--- config.mk ---
export PLATFORM = sky130hd
export DESIGN_NAME = mc_ctrl_unit
export DESIGN_NICKNAME = d
export VERILOG_FILES = /design/src/rtl/mc_ctrl_pkg.sv /design/src/rtl/mc_ctrl_outdec.sv /design/src/rtl/mc_ctrl_unit.sv
export SDC_FILE = /design/constraint.sdc
export NUM_CORES = 1
export LEC_CHECK = 0
export ABC_AREA = 1
export BUFFER_PORTS_ARGS = -buffer_cell sky130_fd_sc_hd__buf_4
export CELL_PAD_IN_SITES_DETAIL_PLACEMENT = 0
export CELL_PAD_IN_SITES_GLOBAL_PLACEMENT = 2
export CORE_UTILIZATION = 23
export DETAILED_ROUTE_END_ITERATION = 10
export MAX_ROUTING_LAYER = met4
export PLACE_DENSITY_LB_ADDON = 0.25
export SYNTH_ARGS = -nofsm -noshare
export SYNTH_HDL_FRONTEND = slang
export SYNTH_SLANG_ARGS = --single-unit
export TNS_END_PERCENT = 20
--- constraint.sdc ---
create_clock -name clk -period 1.3 [get_ports clk]
set_input_delay 0 -clock clk [delete_from_list [all_inputs] [get_ports clk]]
set_output_delay 0 -clock clk [all_outputs]
set_load 0.01 [all_outputs]
--- src/rtl/mc_ctrl_pkg.sv ---
// Shared types and encodings for the multicycle MIPS main controller.
// State enum, opcode constants, datapath mux encodings and the raw control word.
package mc_ctrl_pkg;

  typedef enum logic [3:0] {
    FETCH  = 4'd0,
    DECODE = 4'd1,
    MEMADR = 4'd2,
    MEMRD  = 4'd3,
    MEMWB  = 4'd4,
    MEMWR  = 4'd5,
    EXEC   = 4'd6,
    ALUWB  = 4'd7,
    BRANCH = 4'd8,
    IEXEC  = 4'd9,
    IWB    = 4'd10,
    JUMP   = 4'd11,
    JAL    = 4'd12
  } state_t;

  localparam logic [5:0] OP_RTYPE = 6'b000000;
  localparam logic [5:0] OP_LW    = 6'b100011;
  localparam logic [5:0] OP_SW    = 6'b101011;
  localparam logic [5:0] OP_BEQ   = 6'b000100;
  localparam logic [5:0] OP_BNE   = 6'b000101;
  localparam logic [5:0] OP_ADDI  = 6'b001000;
  localparam logic [5:0] OP_ANDI  = 6'b001100;
  localparam logic [5:0] OP_ORI   = 6'b001101;
  localparam logic [5:0] OP_SLTI  = 6'b001010;
  localparam logic [5:0] OP_J     = 6'b000010;
  localparam logic [5:0] OP_JAL   = 6'b000011;

  localparam logic [2:0] ALUOP_ADD   = 3'b000;
  localparam logic [2:0] ALUOP_SUB   = 3'b001;
  localparam logic [2:0] ALUOP_FUNCT = 3'b010;
  localparam logic [2:0] ALUOP_AND   = 3'b011;
  localparam logic [2:0] ALUOP_OR    = 3'b100;
  localparam logic [2:0] ALUOP_SLT   = 3'b101;

  localparam logic [1:0] PCSRC_ALURES = 2'b00;
  localparam logic [1:0] PCSRC_ALUOUT = 2'b01;
  localparam logic [1:0] PCSRC_JUMP   = 2'b10;

  localparam logic [1:0] REGDST_RT = 2'b00;
  localparam logic [1:0] REGDST_RD = 2'b01;
  localparam logic [1:0] REGDST_RA = 2'b10;

  localparam logic [1:0] MEMTOREG_ALUOUT = 2'b00;
  localparam logic [1:0] MEMTOREG_DATA   = 2'b01;
  localparam logic [1:0] MEMTOREG_PC     = 2'b10;

  localparam logic [1:0] ALUSRCB_B     = 2'b00;
  localparam logic [1:0] ALUSRCB_FOUR  = 2'b01;
  localparam logic [1:0] ALUSRCB_IMM   = 2'b10;
  localparam logic [1:0] ALUSRCB_IMMSH = 2'b11;

  // fetch marks the cycle whose irwrite/pcen still wait on mem_ready
  typedef struct packed {
    logic       mem_req;
    logic       fetch;
    logic       iord;
    logic       memwrite;
    logic       regwrite;
    logic [1:0] regdst;
    logic [1:0] memtoreg;
    logic [1:0] pcsrc;
    logic       alusrca;
    logic [1:0] alusrcb;
    logic       zeroext;
    logic [2:0] aluop;
  } ctrl_t;

  function automatic logic [2:0] imm_aluop(input logic [5:0] op);
    case (op)
      OP_ANDI: return ALUOP_AND;
      OP_ORI:  return ALUOP_OR;
      OP_SLTI: return ALUOP_SLT;
      default: return ALUOP_ADD;
    endcase
  endfunction

endpackage

--- src/rtl/mc_ctrl_outdec.sv ---
// Combinational state -> control-word decoder for the multicycle controller.
// Handshake qualification and pcen are left to the top level.
module mc_ctrl_outdec
  import mc_ctrl_pkg::*;
(
  input  state_t      state,
  input  logic [5:0]  op,
  output ctrl_t       cw
);

  always_comb begin
    cw = '0;
    case (state)
      FETCH: begin
        cw.mem_req = 1'b1;
        cw.fetch   = 1'b1;
        cw.alusrcb = ALUSRCB_FOUR;
        cw.aluop   = ALUOP_ADD;
        cw.pcsrc   = PCSRC_ALURES;
      end
      DECODE: begin
        cw.alusrcb = ALUSRCB_IMMSH;
        cw.aluop   = ALUOP_ADD;
      end
      MEMADR: begin
        cw.alusrca = 1'b1;
        cw.alusrcb = ALUSRCB_IMM;
        cw.aluop   = ALUOP_ADD;
      end
      MEMRD: begin
        cw.mem_req = 1'b1;
        cw.iord    = 1'b1;
      end
      MEMWB: begin
        cw.regdst   = REGDST_RT;
        cw.memtoreg = MEMTOREG_DATA;
        cw.regwrite = 1'b1;
      end
      MEMWR: begin
        cw.mem_req  = 1'b1;
        cw.iord     = 1'b1;
        cw.memwrite = 1'b1;
      end
      EXEC: begin
        cw.alusrca = 1'b1;
        cw.alusrcb = ALUSRCB_B;
        cw.aluop   = ALUOP_FUNCT;
      end
      ALUWB: begin
        cw.regdst   = REGDST_RD;
        cw.memtoreg = MEMTOREG_ALUOUT;
        cw.regwrite = 1'b1;
      end
      BRANCH: begin
        cw.alusrca = 1'b1;
        cw.alusrcb = ALUSRCB_B;
        cw.aluop   = ALUOP_SUB;
        cw.pcsrc   = PCSRC_ALUOUT;
      end
      IEXEC: begin
        cw.alusrca = 1'b1;
        cw.alusrcb = ALUSRCB_IMM;
        cw.aluop   = imm_aluop(op);
        cw.zeroext = (op == OP_ANDI) || (op == OP_ORI);
      end
      IWB: begin
        cw.regdst   = REGDST_RT;
        cw.memtoreg = MEMTOREG_ALUOUT;
        cw.regwrite = 1'b1;
      end
      JUMP: begin
        cw.pcsrc = PCSRC_JUMP;
      end
      // jal links PC+4 into $ra while jumping
      JAL: begin
        cw.regwrite = 1'b1;
        cw.regdst   = REGDST_RA;
        cw.memtoreg = MEMTOREG_PC;
        cw.pcsrc    = PCSRC_JUMP;
      end
      default: cw = '0;
    endcase
  end

endmodule

--- src/rtl/mc_ctrl_unit.sv ---
// Registered multicycle MIPS main controller with memory handshake and retire counter.
// Optional jal support is enabled by defining JAL_EN.
module mc_ctrl_unit
  import mc_ctrl_pkg::*;
#(
  parameter int CNT_W   = 16,
  parameter int ALUOP_W = 3
)
(
  input  logic               clk,
  input  logic               reset_n,
  input  logic [5:0]         op,
  input  logic               zero,
  input  logic               mem_ready,
  output logic               mem_req,
  output logic               pcen,
  output logic [1:0]         pcsrc,
  output logic               iord,
  output logic               memwrite,
  output logic               irwrite,
  output logic [1:0]         regdst,
  output logic [1:0]         memtoreg,
  output logic               regwrite,
  output logic               alusrca,
  output logic [1:0]         alusrcb,
  output logic               zeroext,
  output logic [ALUOP_W-1:0] aluop,
  output logic               illegal_op,
  output logic [CNT_W-1:0]   retired
);

  state_t           state_q;
  state_t           state_d;
  ctrl_t            cw;
  logic             pcen_c;
  logic             retire;
  logic             illegal_c;
  logic [CNT_W-1:0] retired_q;

  mc_ctrl_outdec u_outdec (
    .state (state_q),
    .op    (op),
    .cw    (cw)
  );

  always_ff @(posedge clk or negedge reset_n) begin
    if (!reset_n) state_q <= FETCH;
    else          state_q <= state_d;
  end

  // retire is raised on the last cycle of every completed instruction
  always_comb begin
    state_d   = FETCH;
    retire    = 1'b0;
    illegal_c = 1'b0;
    case (state_q)
      FETCH:  state_d = mem_ready ? DECODE : FETCH;
      DECODE: begin
        case (op)
          OP_LW, OP_SW:                      state_d = MEMADR;
          OP_RTYPE:                          state_d = EXEC;
          OP_BEQ, OP_BNE:                    state_d = BRANCH;
          OP_ADDI, OP_ANDI, OP_ORI, OP_SLTI: state_d = IEXEC;
          OP_J:                              state_d = JUMP;
`ifdef JAL_EN
          OP_JAL:                            state_d = JAL;
`endif
          default: begin
            state_d   = FETCH;
            illegal_c = 1'b1;
          end
        endcase
      end
      MEMADR: state_d = (op == OP_SW) ? MEMWR : MEMRD;
      MEMRD:  state_d = mem_ready ? MEMWB : MEMRD;
      MEMWB:  retire  = 1'b1;
      MEMWR: begin
        state_d = mem_ready ? FETCH : MEMWR;
        retire  = mem_ready;
      end
      EXEC:   state_d = ALUWB;
      ALUWB:  retire  = 1'b1;
      BRANCH: retire  = 1'b1;
      IEXEC:  state_d = IWB;
      IWB:    retire  = 1'b1;
      JUMP:   retire  = 1'b1;
      JAL:    retire  = 1'b1;
      default: state_d = FETCH;
    endcase
  end

  // fetch only commits PC and IR together on the cycle memory delivers
  always_comb begin
    pcen_c = 1'b0;
    case (state_q)
      FETCH:     pcen_c = mem_ready;
      BRANCH:    pcen_c = (op == OP_BNE) ? ~zero : zero;
      JUMP, JAL: pcen_c = 1'b1;
      default:   pcen_c = 1'b0;
    endcase
  end

  always_ff @(posedge clk or negedge reset_n) begin
    if (!reset_n)    retired_q <= '0;
    else if (retire) retired_q <= retired_q + CNT_W'(1);
  end

  // everything is held quiet while reset is asserted, even though state is FETCH
  assign mem_req    = reset_n & cw.mem_req;
  assign pcen       = reset_n & pcen_c;
  assign irwrite    = reset_n & cw.fetch & mem_ready;
  assign iord       = reset_n & cw.iord;
  assign memwrite   = reset_n & cw.memwrite;
  assign regwrite   = reset_n & cw.regwrite;
  assign alusrca    = reset_n & cw.alusrca;
  assign zeroext    = reset_n & cw.zeroext;
  assign illegal_op = reset_n & illegal_c;
  assign pcsrc      = reset_n ? cw.pcsrc    : 2'b00;
  assign regdst     = reset_n ? cw.regdst   : 2'b00;
  assign memtoreg   = reset_n ? cw.memtoreg : 2'b00;
  assign alusrcb    = reset_n ? cw.alusrcb  : 2'b00;
  assign aluop      = reset_n ? ALUOP_W'(cw.aluop) : '0;
  assign retired    = retired_q;

endmodule

# ---- Word-level counts from Yosys, hierarchy flattened
# Index checks and enable logic that the tools add are counted.
dict set report word_totals {
  reg_bits 20
  input_bits 10
  out_inout_bits 36
  wordCells 75
}
dict set report classes {
  addsub 1
  n_eq_ne 21
  muxes 27
  bitwise_logic 11
  reduce_logical 13
}
# operator n
set op_table {}
lappend op_table {{$pmux 4 s7} 1}
lappend op_table {{$eq 6x4->1 const B} 4}
lappend op_table {{$eq 4x4->1 const B} 5}
lappend op_table {{$pmux 4 s5} 1}
lappend op_table {{$pmux 5 s4} 1}
lappend op_table {{$pmux 3 s3} 2}
lappend op_table {{$add 16x1->16 const B} 1}
lappend op_table {{$eq 4x3->1 const B} 4}
lappend op_table {{$eq 6x3->1 const B} 2}
lappend op_table {{$eq 6x6->1 const B} 2}
lappend op_table {{$mux 3} 4}
lappend op_table {{$and 1x1->1} 10}
lappend op_table {{$mux 1} 10}
lappend op_table {{$reduce_or 10->1} 1}
lappend op_table {{$reduce_or 2->1} 5}
lappend op_table {{$eq 4x2->1 const B} 2}
lappend op_table {{$mux 2} 4}
lappend op_table {{$reduce_or 4->1} 2}
lappend op_table {{$eq 6x2->1 const B} 1}
lappend op_table {{$logic_not 6->1} 1}
lappend op_table {{$pmux 2 s3} 1}
lappend op_table {{$reduce_or 6->1} 1}
lappend op_table {{$eq 4x1->1 const B} 1}
lappend op_table {{$logic_not 4->1} 1}
lappend op_table {{6 further kinds} 6}

# ---- Depth between registers and ports, before layout
# Gate-level depths: netlist of run 1.
dict set report logic_depth {
  ltp_word 5
  ltp_mapped 9
  mapped_depth_nobuf 8
}

# ---- Cells and area by module
# From an unflattened synthesis of run 1, not the netlist that was laid out.
dict set report hier_totals {
  hier_cells 317
  hier_area_um2 1891.8
}
# mod n_inst cells_each area_each_um2 seq_area_each_um2
set modules_own_cells {}
lappend modules_own_cells {mc_ctrl_unit 1 259 1612.8 500.5}
lappend modules_own_cells {mc_ctrl_outdec 1 58 279.0 0.0}

# ---- Least setup slack after synthesis of run 1
# OpenSTA, ideal clock, no wires.
dict set report synth_path {
  path_kind {flip-flop to flip-flop}
  from {register state_q[1]}
  to {register retired_q[2], in the netlist retired[2]}
  setup_time_ns 0.117
  arrival_ns 1.268
  required_ns 1.183
  path_slack_ns -0.085
  stages_incl_launch_ff 10
  n_path_buf 1
  period_less_slack_ns 1.385
  cell_sequence {dfrtp_1 > nand2_1 > inv_1 > nand2_1 > nand2_1 > a21oi_4 > nand2_4 > buf_12 > nand2_1 > nand2_1}
}
dict set report synth_via {
  elab_chain_len 3
  elab_cells_between_ends 9
  classes_between {7 x eq/ne; 1 x mux; 1 x reduce/logical}
}
# item line
set synth_rtl {}
lappend synth_rtl {{start: declaration} mc_ctrl_unit.sv:32} ;# state_t state_q;
lappend synth_rtl {{start signal: assignment} mc_ctrl_unit.sv:48} ;# else state_q <= state_d;
lappend synth_rtl {{$eq 4x4->1 or $eq 4x3->1 (tied branches)} mc_ctrl_unit.sv:56} ;# case (state_q)
lappend synth_rtl {{$reduce_or 6->1 (no line)} -}
lappend synth_rtl {{$pmux 1 s2 *} mc_ctrl_unit.sv:56}
lappend synth_rtl {{end signal: assignment} mc_ctrl_unit.sv:105} ;# else if (retire) retired_q <= retired_q + CNT_W'(1);
lappend synth_rtl {{end: declaration} mc_ctrl_unit.sv:38} ;# logic [CNT_W-1:0] retired_q;
# Every way passes the cells marked *; elsewhere a longest branch is shown, timed or not.
# A chain may end at the register's enable or synchronous reset.

# ---- Final worst setup path of run 1
dict set report layout_path {
  from {register state_q[3]}
  to {output port pcen}
}
dict set report layout_via {
  elab_chain_len 4
  elab_cells_between_ends 7
  classes_between {3 x eq/ne; 1 x mux; 1 x bitwise; 2 x reduce/logical}
}
# item line
set layout_rtl {}
lappend layout_rtl {{$eq 4x4->1} mc_ctrl_unit.sv:95} ;# case (state_q)
lappend layout_rtl {{$reduce_or 2->1 (no line)} -}
lappend layout_rtl {{$pmux 1 s3 *} mc_ctrl_unit.sv:95}
lappend layout_rtl {{$and 1x1->1 *} mc_ctrl_unit.sv:110} ;# assign pcen = reset_n & pcen_c;
lappend layout_rtl {{end: declaration} mc_ctrl_unit.sv:16} ;# output logic pcen,
# Marks and branches as above.

==> results of run 1 <==
## state kept, by name (all words and copies together), names as in the netlist
signal,flops
state_q,4
retired,16
## area by class of cell
type | count | area (µm²) | share of cell area (%)
inverter | 32 | 120 | 4.45
tap | 96 | 120 | 4.45
clock buffer | 3 | 41.3 | 1.53
sequential | 20 | 505 | 18.7
multi-input combinational | 211 | 1110 | 41.1
timing repair buffer | 101 | 801 | 29.7
## report_power, final
part / total (mW) / internal (mW) / switching [mW]
clock network: 0.435 / 0.207 / 0.228
logic: 1.46 / 0.720 / 0.744
registers: 0.825 / 0.703 / 0.122
total: 2.73 / 1.63 / 1.09
## per-stage QoR
step | power, mW | setup WS (ns) | area (µm²) | std cells | hold WS, ns
3_5_place_dp | 2.09 | -0.104 | 2470 | 452 | 0.0550
5_1_grt | 2.91 | -0.347 | 2700 | 463 | 0.0301
2_1_floorplan | 1.44 | -0.0693 | 1680 | 268 | -0.296
4_1_cts | 2.71 | -0.283 | 2660 | 463 | 0.0149
6_report | 2.73 | -0.264 | 2700 | 463 | 0.0155
3_3_place_gp | 2.09 | -0.142 | 2470 | 452 | 0.0504
## synth_stat cells, types with 3 or more instances
| master | instances | share of area [%] |
|---|---|---|
| inv_1 | 31 | 6.9 |
| nor2_1 | 41 | 9.2 |
| nand3_1 | 29 | 8.7 |
| xor2_1 | 3 | 1.6 |
| nand4_1 | 8 | 3.0 |
| o21ai_0 | 5 | 1.5 |
| nor2_2 | 4 | 1.5 |
| nand2_2 | 5 | 1.9 |
| a21oi_1 | 7 | 2.1 |
| xnor2_1 | 4 | 2.1 |
| nand2_1 | 87 | 19 |
| dfrtp_1 | 20 | 30 |
## worst max-delay path by stage
stage	to	slack (ns)	start	cells after the start
after CTS	pcen	-0.28	state_q[3]	7
final	pcen	-0.26	state_q[3]	7
after floorplan	retired[2]	-0.07	state_q[1]	9
after detailed placement	pcen	-0.10	state_q[3]	7
after global placement	pcen	-0.14	state_q[3]	7
after global routing	pcen	-0.35	state_q[3]	7
## critical path: cells and delay by family (launching register included)
family          cells  cell delay [ns]
compound gates      1             0.13
buf+inv             3             0.30
simple gates        3             0.41
flops               1             0.45
## layout by cell type, fill, tap and decap left out
master / n
clkbuf_8: 3
a211oi_2: 1
nor3_1: 2
nor2_2: 6
buf_6: 4
nand3b_1: 1
or2_4: 1
nand3_2: 1
nor2_4: 8
buf_12: 2
and3_4: 1
o211ai_1: 2
xor2_1: 3
a21oi_4: 2
inv_1: 24
dlygate4sd3_1: 1
xnor2_1: 4
a31oi_1: 2
o21ai_0: 3
dfrtp_2: 4
and3_1: 1
inv_2: 8
nand2_1: 79
a21o_1: 1
buf_4: 94
nand2_4: 1
nand3_1: 29
nor2_1: 33
nand4_1: 8
o21ai_1: 2
nand2_2: 13
a21oi_1: 3
dfrtp_1: 16
ha_1: 1
a21oi_2: 3
## metal layers
| metal | vias to the layer above | wire [µm] |
|---|---|---|
| li1 | 1051 | - |
| met1 | 944 | 2740 |
| met2 | 30 | 2550 |
| met3 | 2 | 162 |
| met4 | 0 | 27 |
| met5 | - | 0 |
## logic make-up after synthesis
logic type,after synthesis
flip-flops,20
adder cells (fa/ha/maj),1
AND/OR/NAND/NOR,184
buffers and inverters,37
AO/OA/AOI/OAI,19
XOR/XNOR,7
## repair_timing
item | in CTS | in global routing
gates resized for setup | 30 | 15
hold buffers | 1 | 0
pin swaps | 8 | 8
buffers inserted | 7 | 0
endpoints found under the setup margin | 39 | 38
hold endpoints to repair | 20 | 0
==> flow_summary.yaml, run 1 <==
place:
  dp_hpwl_um: 4140
  port_buffers: 45
  place_congestion: 0.830
floorplanning:
  start_util_pct: 24.3
  rows: 30
  ios: 46
  die_area_mm2: 0.00763
  die_w_um: 87.3
  die_height_um: 87.3
  coreArea_mm2: 0.00691
route:
  wl_per_cell_um: 11.9
  via_per_inst: 4.38
  first_iter_violations: 69
  route.detailed.drc: 0
  drtPass1Iterations: 4
  ant_nets: 0
  wl_um: 5490
  via_count: 2027
yosys:
  synth_xor_area_share_pct: 3.66
  postSynth.asyncResetShare_pct: 100
  synth_flop_cell: "dfrtp_1"
  avgSynthCellArea_um2: 6.25
  synthAdderAreaFrac_pct: 0.747
  synthMuxAreaShare_pct: 0
  synth_seq_cells: 20
  syn_inst: 268
  yosysSeqAreaShare_pct: 29.9
  synth_nets: 279
  synthSimpleGateAreaFrac_pct: 48.5
  synth_top_family_by_area: "simple AND/OR/NAND/NOR gates"
  synth_edf_count: 0
  ys_warn_count: 0
  synth-compound-area-share_pct: 7.09
  ys_types: 30
  synth_area_mm2: 0.00168
setup_path:
  reg2reg_from: "state_q[3]"
  worstRegToRegCells: 10
  worstPathRequired_ns: 1.30
  path_class: "flip-flop to output pin"
  critPathSlowestCell: "dfrtp_2"
  max_stage_delay_ns: 0.45
  r2r_slack_ns: -0.23
  r2r_end: "retired[15]"
  path_max_fanout: 4
  cp.arrival_ns: 1.56
  end_kind: "output pin"
  cp_cell_sequence: "inv_2, nor2_4, nand2_2, buf_6, nand3b_1, a21oi_2, buf_4"
  start_kind: "flip-flop"
timing:
  layout_min_cycle_time_ns: 1.56
  rsz0062_at_grt: "true"
  drv_slew: 0
  relSlewSlack_pct: 76.7
  fin_skew_ns: 0.00359
  max_slew.worst_pin.slew_ns: 0.347
  setup_tns_ns: -6.33
  fin_crit_sh_pct: 120
  setup_slack_ns: -0.264
  fmax_mhz: 639
  hold_viol_final: 0
  report.final.setup_viol: 36
flow_run:
  cap_viol_max_count: 0
finish:
  post_route_cells_drive_above_1_share_pct: 41.4
  utilization_pct: 39.1
  diodes: 0
  areaGrowthSynthToFinish_pct: 61.0
  num-nets-final: 380
  fillers: 759
global_route:
  antenna_found_initial: 0
  grtUsageMet1_pct: 21.8
  grtUsageTotal_pct: 15.8
  use_met2_pct: 24.8
  use_met3_pct: 2.56
  busiest_layer: "met2"
  grt_max_degree: 21
  grt_pass1_wl_um: 9060
  grt_pass1_vias: 1926
  overflow: 0
clocking:
  cts_root_buffer: "clkbuf_8"
  clk_path_buf_depth: 2
  clk-insertion-delay-late_ns: 0.26
  cts.sinks: 20
  cts_made_buffers: 3
  cts_htree_levels: 1
  tritoncts: "built"
  clk_pin_slew_ns: 0.08
hold_path:
  hold_path.class: "input port to flip-flop"
  min_from: "mem_ready"
  hold_end: "state_q[2]"
  hold_depth: 3
power_and_ir_drop:
  ir_drop_v: 0.000573
  p_leak_nw: 1.39
  pwr_density_cell_mw_per_mm2: 1010
status:
  violations: "setup timing"
  outcome: "complete, but fails checks"
No activity file was read; power rests on OpenSTA's default activity.
==> run 2: changes to the inputs <==
--- a/config.mk
+++ b/config.mk
@@ -10,10 +10,12 @@
 export CELL_PAD_IN_SITES_DETAIL_PLACEMENT = 0
 export CELL_PAD_IN_SITES_GLOBAL_PLACEMENT = 2
 export CORE_UTILIZATION = 23
+export CTS_CLUSTER_DIAMETER = 30
 export DETAILED_ROUTE_END_ITERATION = 10
 export MAX_ROUTING_LAYER = met4
-export PLACE_DENSITY_LB_ADDON = 0.25
+export PLACE_DENSITY_LB_ADDON = 0.2
 export SYNTH_ARGS = -nofsm -noshare
 export SYNTH_HDL_FRONTEND = slang
+export SYNTH_HIERARCHICAL = 1
 export SYNTH_SLANG_ARGS = --single-unit
 export TNS_END_PERCENT = 20
==> run 2 against run 1 <==
  * The run still ends with setup timing left
  * Worst setup slack better by 0.10 ns
  * Maximum frequency rose by 6.9%
  * Area after synthesis increased by 13%
  * Worst hold slack worse by 0.0022 ns
  * Combinational power grew 42%
  * Sequential cell count did not move
  * Sequential power decreased by 3.6%
  * Critical path type unchanged
  * Sequential share of layout area down 1.2 points
==> flow_summary.yaml, run 2 <==
setup_path:
  worstRegToRegCells: 8
  end_kind: "output pin"
  cp.arrival_ns: 1.46
  worstPathRequired_ns: 1.30
  start_kind: "flip-flop"
  path_max_fanout: 5
  path_class: "flip-flop to output pin"
  r2r_end: "retired[14]"
  reg2reg_from: "state_q[1]"
  startpoint: "state_q[2]"
  r2r_slack_ns: -0.09
hold_path:
  hold_path.class: "input port to flip-flop"
  min_from: "mem_ready"
  hold_depth: 3
  hold_end: "state_q[2]"
route:
  wl_um: 5750
  wl_per_cell_um: 11.4
  via_count: 2158
  drtPass1Iterations: 4
  route.detailed.drc: 0
  first_iter_violations: 66
  via_per_inst: 4.29
  ant_nets: 0
finish:
  largest_reg_flops: 16
  mostFrequentLayoutCell: "nand2_1"
  num-nets-final: 413
  diodes: 0
  areaGrowthSynthToFinish_pct: 52.5
  final_cell_mix: "nand2_1, buf_4, inv_1"
  fin_area_mm2: 0.00289
  post_route_cells_drive_above_1_share_pct: 38.2
  finalNonFillerCells: 503
yosys:
  synth_flop_cell: "dfrtp_1"
  postSynth.asyncResetShare_pct: 100
  synth.area.top_cells: "dfrtp_1, nand2_1, inv_1"
  yosysMostFrequentCell: "nand2_1"
  ys_types: 29
  syn_inst: 317
  synth_top_cells_by_count: "nand2_1, inv_1, nand3_1"
  synth_edf_count: 0
  synth_top_area_share_pct: 26.5
  synth_area_mm2: 0.00189
  avgSynthCellArea_um2: 5.97
  synth_seq_cells: 20
  yosysSeqAreaShare_pct: 26.5
  ys_warn_count: 6
  synth_nets: 328
  synth_top_area_cell: "dfrtp_1"
place:
  dpl.cell_count: 488
  port_buffers: 45
  place_congestion: 0.776
  dpl-instance-area_mm2: 0.00257
  dp_hpwl_um: 4460
global_route:
  grtUsageTotal_pct: 14.4
  overflow: 0
  antenna_found_initial: 0
  grt_pass1_vias: 1962
  grt_max_degree: 27
  grt_pass1_wl_um: 9600
timing:
  layout_min_cycle_time_ns: 1.46
  fmax_mhz: 683
  fin_crit_sh_pct: 113
  setup_slack_ns: -0.163
  hold_viol_final: 0
  drv_slew: 0
  fin_hold_ws_ns: 0.0133
  rsz0062_at_grt: "true"
  fin_skew_ns: 0.00877
  report.final.setup_viol: 37
  max_slew.worst_pin.slew_ns: 0.327
  relSlewSlack_pct: 78.0
clocking:
  cts_htree_levels: 1
  clk_path_buf_depth: 2
  tritoncts: "built"
  clk_pin_slew_ns: 0.09
  cts_root_buffer: "clkbuf_8"
  cts.sinks: 20
  cts_made_buffers: 3
  clk-insertion-delay-late_ns: 0.27
floorplanning:
  ios: 46
  die_height_um: 92.7
  start_util_pct: 24.1
  die_w_um: 92.7
  rows: 32
  coreArea_mm2: 0.00785
  die_area_mm2: 0.00859
power_and_ir_drop:
  ir_drop_v: 0.000395
  p_leak_nw: 1.60
  pwr_density_cell_mw_per_mm2: 1220
flow_run:
  cap_viol_max_count: 0
status:
  outcome: "complete, but fails checks"
  violations: "setup timing"
## run 2: final cells by class
cell class / instances / area, µm²
sequential: 20 / 505
tap: 102 / 128
multi-input combinational: 233 / 1240
timing repair buffer: 87 / 719
clock buffer: 3 / 41.3
clock inverter: 1 / 30.0
fill: 906 / 4960
inverter: 57 / 221
## run 2: report_power, final
| part | total (mW) | internal (mW) | switching, mW |
|---|---|---|---|
| sequential | 0.795 | 0.703 | 0.0912 |
| clock | 0.644 | 0.412 | 0.232 |
| combinational | 2.08 | 0.986 | 1.10 |
## run 2: worst max-delay path by stage
stage	end	slack, ns
after floorplan	retired[14]	0.002
after global placement	retired[1]	-0.006
after detailed placement	irwrite	-0.03
after CTS	aluop[0]	-0.18
after global routing	regwrite	-0.27
final	aluop[1]	-0.16
## run 2: layer usage
metal  wire (µm)  vias to the layer above  track usage [%]
met1        2970                      967             20.9
met4          30                        0             2.69
met5           0                        -                -
li1            -                     1153                -
met2        2530                       36             21.3
met3         209                        2             1.97
## run 2: per-stage QoR
step                power (mW)  TNS [ns]  setup slack [ns]  utilization, %
floorplan                 1.63         0           0.00206               -
global placement          2.42  -0.00885          -0.00598            32.8
detailed placement        2.41   -0.0273           -0.0264            32.8
CTS                       3.35     -4.42            -0.180            35.5
global route              3.78     -7.37            -0.272            36.8
finish                    3.52     -3.71            -0.163            36.8
## run 2: cells by family (layout without fill, tap and decap cells)
family,after synthesis,in the layout,synth area share (%)
AND/OR/NAND/NOR,203,203,47.6
AO/OA/AOI/OAI,20,20,7.21
adder cells (fa/ha/maj),1,1,0.661
buffers and inverters,64,148,13.9
XOR/XNOR,9,9,4.17
flip-flops,20,20,26.5
## run 2: worst max-delay path, cell delays in order (launching register included)
cell and delay [ns]:
dfrtp_2 0.47, buf_6 0.16, nor2_4 0.15, nand2_4 0.08
o22ai_2 0.11, nand2_1 0.06, inv_1 0.06, buf_4 0.11
## run 2: what timing repair did
action,in CTS,in global routing
setup buffers,5,5
hold endpoints to repair,20,0
gates resized for setup,34,26
setup endpoints to repair,22,38
gates cloned,1,0
pin swaps,9,15
hold buffers,1,0
==> run 3: changes to the inputs <==
--- a/config.mk
+++ b/config.mk
@@ -6,12 +6,13 @@
 export NUM_CORES = 1
 export LEC_CHECK = 0
 export ABC_AREA = 1
-export BUFFER_PORTS_ARGS = -buffer_cell sky130_fd_sc_hd__buf_4
 export CELL_PAD_IN_SITES_DETAIL_PLACEMENT = 0
 export CELL_PAD_IN_SITES_GLOBAL_PLACEMENT = 2
+export CORE_ASPECT_RATIO = 1.75
 export CORE_UTILIZATION = 23
 export CTS_CLUSTER_DIAMETER = 30
 export DETAILED_ROUTE_END_ITERATION = 10
+export DONT_BUFFER_PORTS = 1
 export MAX_ROUTING_LAYER = met4
 export PLACE_DENSITY_LB_ADDON = 0.2
 export SYNTH_ARGS = -nofsm -noshare
==> run 3 against run 2 <==
  * Power is 3.4% lower
  * Clock skew is 0.0060 ns lower
  * Cell count is 8.7% lower
  * The flow finishes with violations (DRC, hold timing, setup timing)
  * Critical path depth stayed put
  * Worst setup slack better by 0.066 ns
  * Global-route usage is 0.95 points higher
  * Combinational power is 9.6% lower
  * Critical endpoint is now illegal_op
  * Clock-buffer cell count is 1 higher
  * Final area is 8.0% lower
  * Via count is 1.6% lower
  * Sequential share of layout area is 1.5 points higher
  * Largest cell class unchanged
==> flow_summary.yaml, run 3 (synthesis results as in run 2) <==
floorplanning:
  coreArea_mm2: 0.00796
  start_util_pct: 23.8
  rows: 43
  die_height_um: 122
  die_w_um: 70.6
  die_area_mm2: 0.00861
  ios: 46
route:
  route.detailed.drc: 6
  first_iter_violations: 83
  wl_met2_um: 3570
  via_per_inst: 4.63
  drtPass1Iterations: 7
  wl_met1_um: 2320
  met3_length_um: 165
  ant_nets: 0
  wl_um: 6130
  routed.top_layer: "met4"
  via_count: 2123
  wl_per_cell_um: 13.4
hold_path:
  hold_depth: 3
  hold_end: "state_q[2]"
  hold_path.class: "input port to flip-flop"
  min_from: "op[3]"
finish:
  finalNonFillerCells: 459
  mostFrequentLayoutCell: "nand2_1"
  areaGrowthSynthToFinish_pct: 40.3
  final_cell_mix: "nand2_1, buf_4, inv_1"
  largest_reg_flops: 16
  regArea_um2: 505
  multi_input_area_mm2: 0.00126
  fin_area_mm2: 0.00266
  diodes: 0
  num-nets-final: 381
  post_route_cells_drive_above_1_share_pct: 35.2
  fillers: 900
setup_path:
  cp.arrival_ns: 1.40
  r2r_end: "retired[4]"
  reg2reg_from: "state_q[3]"
  r2r_slack_ns: -0.08
  end_kind: "output pin"
  worstPathRequired_ns: 1.30
  start_kind: "flip-flop"
  worstRegToRegCells: 7
  path_max_fanout: 4
  path_class: "flip-flop to output pin"
global_route:
  antenna_found_initial: 0
  grtUsageTotal_pct: 15.3
  grt_pass1_wl_um: 10100
  grt_max_degree: 23
  grt_pass1_vias: 2140
  overflow: 0
timing:
  fin_crit_sh_pct: 107
  relSlewSlack_pct: 34.1
  fmax_mhz: 716
  fin_skew_ns: 0.00279
  setup_slack_ns: -0.0970
  fin_hold_ws_ns: -0.00647
  layout_min_cycle_time_ns: 1.40
  setup_tns_ns: -1.80
  rsz0062_at_grt: "true"
  hold_viol_final: 1
  drv_slew: 0
  max_slew.worst_pin.slew_ns: 0.985
  report.final.setup_viol: 35
place:
  dp_slack_ns: -0.0207
  port_buffers: 0
  place_congestion: 0.771
  dp_hpwl_um: 4560
  dpl-instance-area_mm2: 0.00225
  dpl.cell_count: 437
power_and_ir_drop:
  ir_drop_v: 0.000481
  pwr_density_cell_mw_per_mm2: 1280
  combPwrFrac_pct: 55.3
  p_seq_share_pct: 23.7
  p_int_mw: 2.02
  p_leak_nw: 1.42
  p_sw_share_pct: 40.7
  clock_power_share_pct: 21.0
  p_switching_mw: 1.38
clocking:
  cts.sinks: 20
  tritoncts: "built"
  cts_htree_levels: 1
  clk_pin_slew_ns: 0.06
  cts_root_buffer: "clkbuf_16"
  cts_made_buffers: 3
  clk-insertion-delay-late_ns: 0.25
  clk_path_buf_depth: 2
status:
  outcome: "complete, but fails checks"
  violations: "DRC, hold timing, setup timing"
flow_run:
  cap_viol_max_count: 0
## run 3: cell types whose count changed in the layout (fill, tap and decap cells not counted), sizes merged
| cell | delta |
|---|---|
| buf | -35 |
| bufinv | -1 |
| clkbuf | +2 |
| dlygate4sd3 | +2 |
## run 3: power by group through the flow
stage / Sequential [mW] / Combinational, mW / Clock (mW)
6_report: 0.804 / 1.88 / 0.714
5_1_grt: 0.815 / 2.08 / 0.760
4_1_cts: 0.792 / 1.69 / 0.726
3_5_place_dp: 0.787 / 1.36 / 0
3_3_place_gp: 0.781 / 1.37 / 0
2_1_floorplan: 0.857 / 0.770 / 0
## run 3: what timing repair did
item                                    4_1_cts  5_1_grt
gates cloned                                  0        2
pin swaps                                    13       10
hold buffers                                  3        0
buffers inserted                             10        3
endpoints found under the hold margin        21        0
endpoints found under the setup margin       20       39
gates resized for setup                      35       28
## run 3: worst max-delay path by stage
stage / from / endpoint / cells after the start / slack, ns
2_1_floorplan: state_q[2] / retired[14] / 6 / 0.002
3_3_place_gp: retired[4] / retired[15] / 7 / 0.008
3_5_place_dp: retired[0] / retired[12] / 8 / -0.02
4_1_cts: state_q[1] / illegal_op / 7 / -0.10
5_1_grt: state_q[2] / illegal_op / 7 / -0.20
6_report: state_q[2] / illegal_op / 7 / -0.1
## run 3: layer usage
layer	vias up	global-route usage [%]
met5	-	-
met4	0	5.00
met3	4	1.32
met2	38	29.9
met1	993	15.9
li1	1088	-
## run 3: worst max-delay path, cell delays in order, from the launching register on
cell and delay, ns:
dfrtp_2 0.45, nor2_4 0.13, inv_2 0.04, nor2_1 0.09, buf_4 0.13, nand4_1 0.07
nor2_1 0.10, buf_4 0.13
## run 3: per-stage QoR
stage | util [%] | power [mW]
finish | 33.3 | 3.40
CTS | 31.6 | 3.21
global route | 33.3 | 3.65
floorplan | - | 1.63
detailed placement | 28.3 | 2.15
global placement | 28.3 | 2.15
## run 3: area by class of cell
class,instances,share of cell area [%]
multi-input combinational,233,47.5
clock buffer,4,3.35
timing repair buffer,55,17.6
sequential,20,19.0
inverter,57,8.25
tap,90,4.24
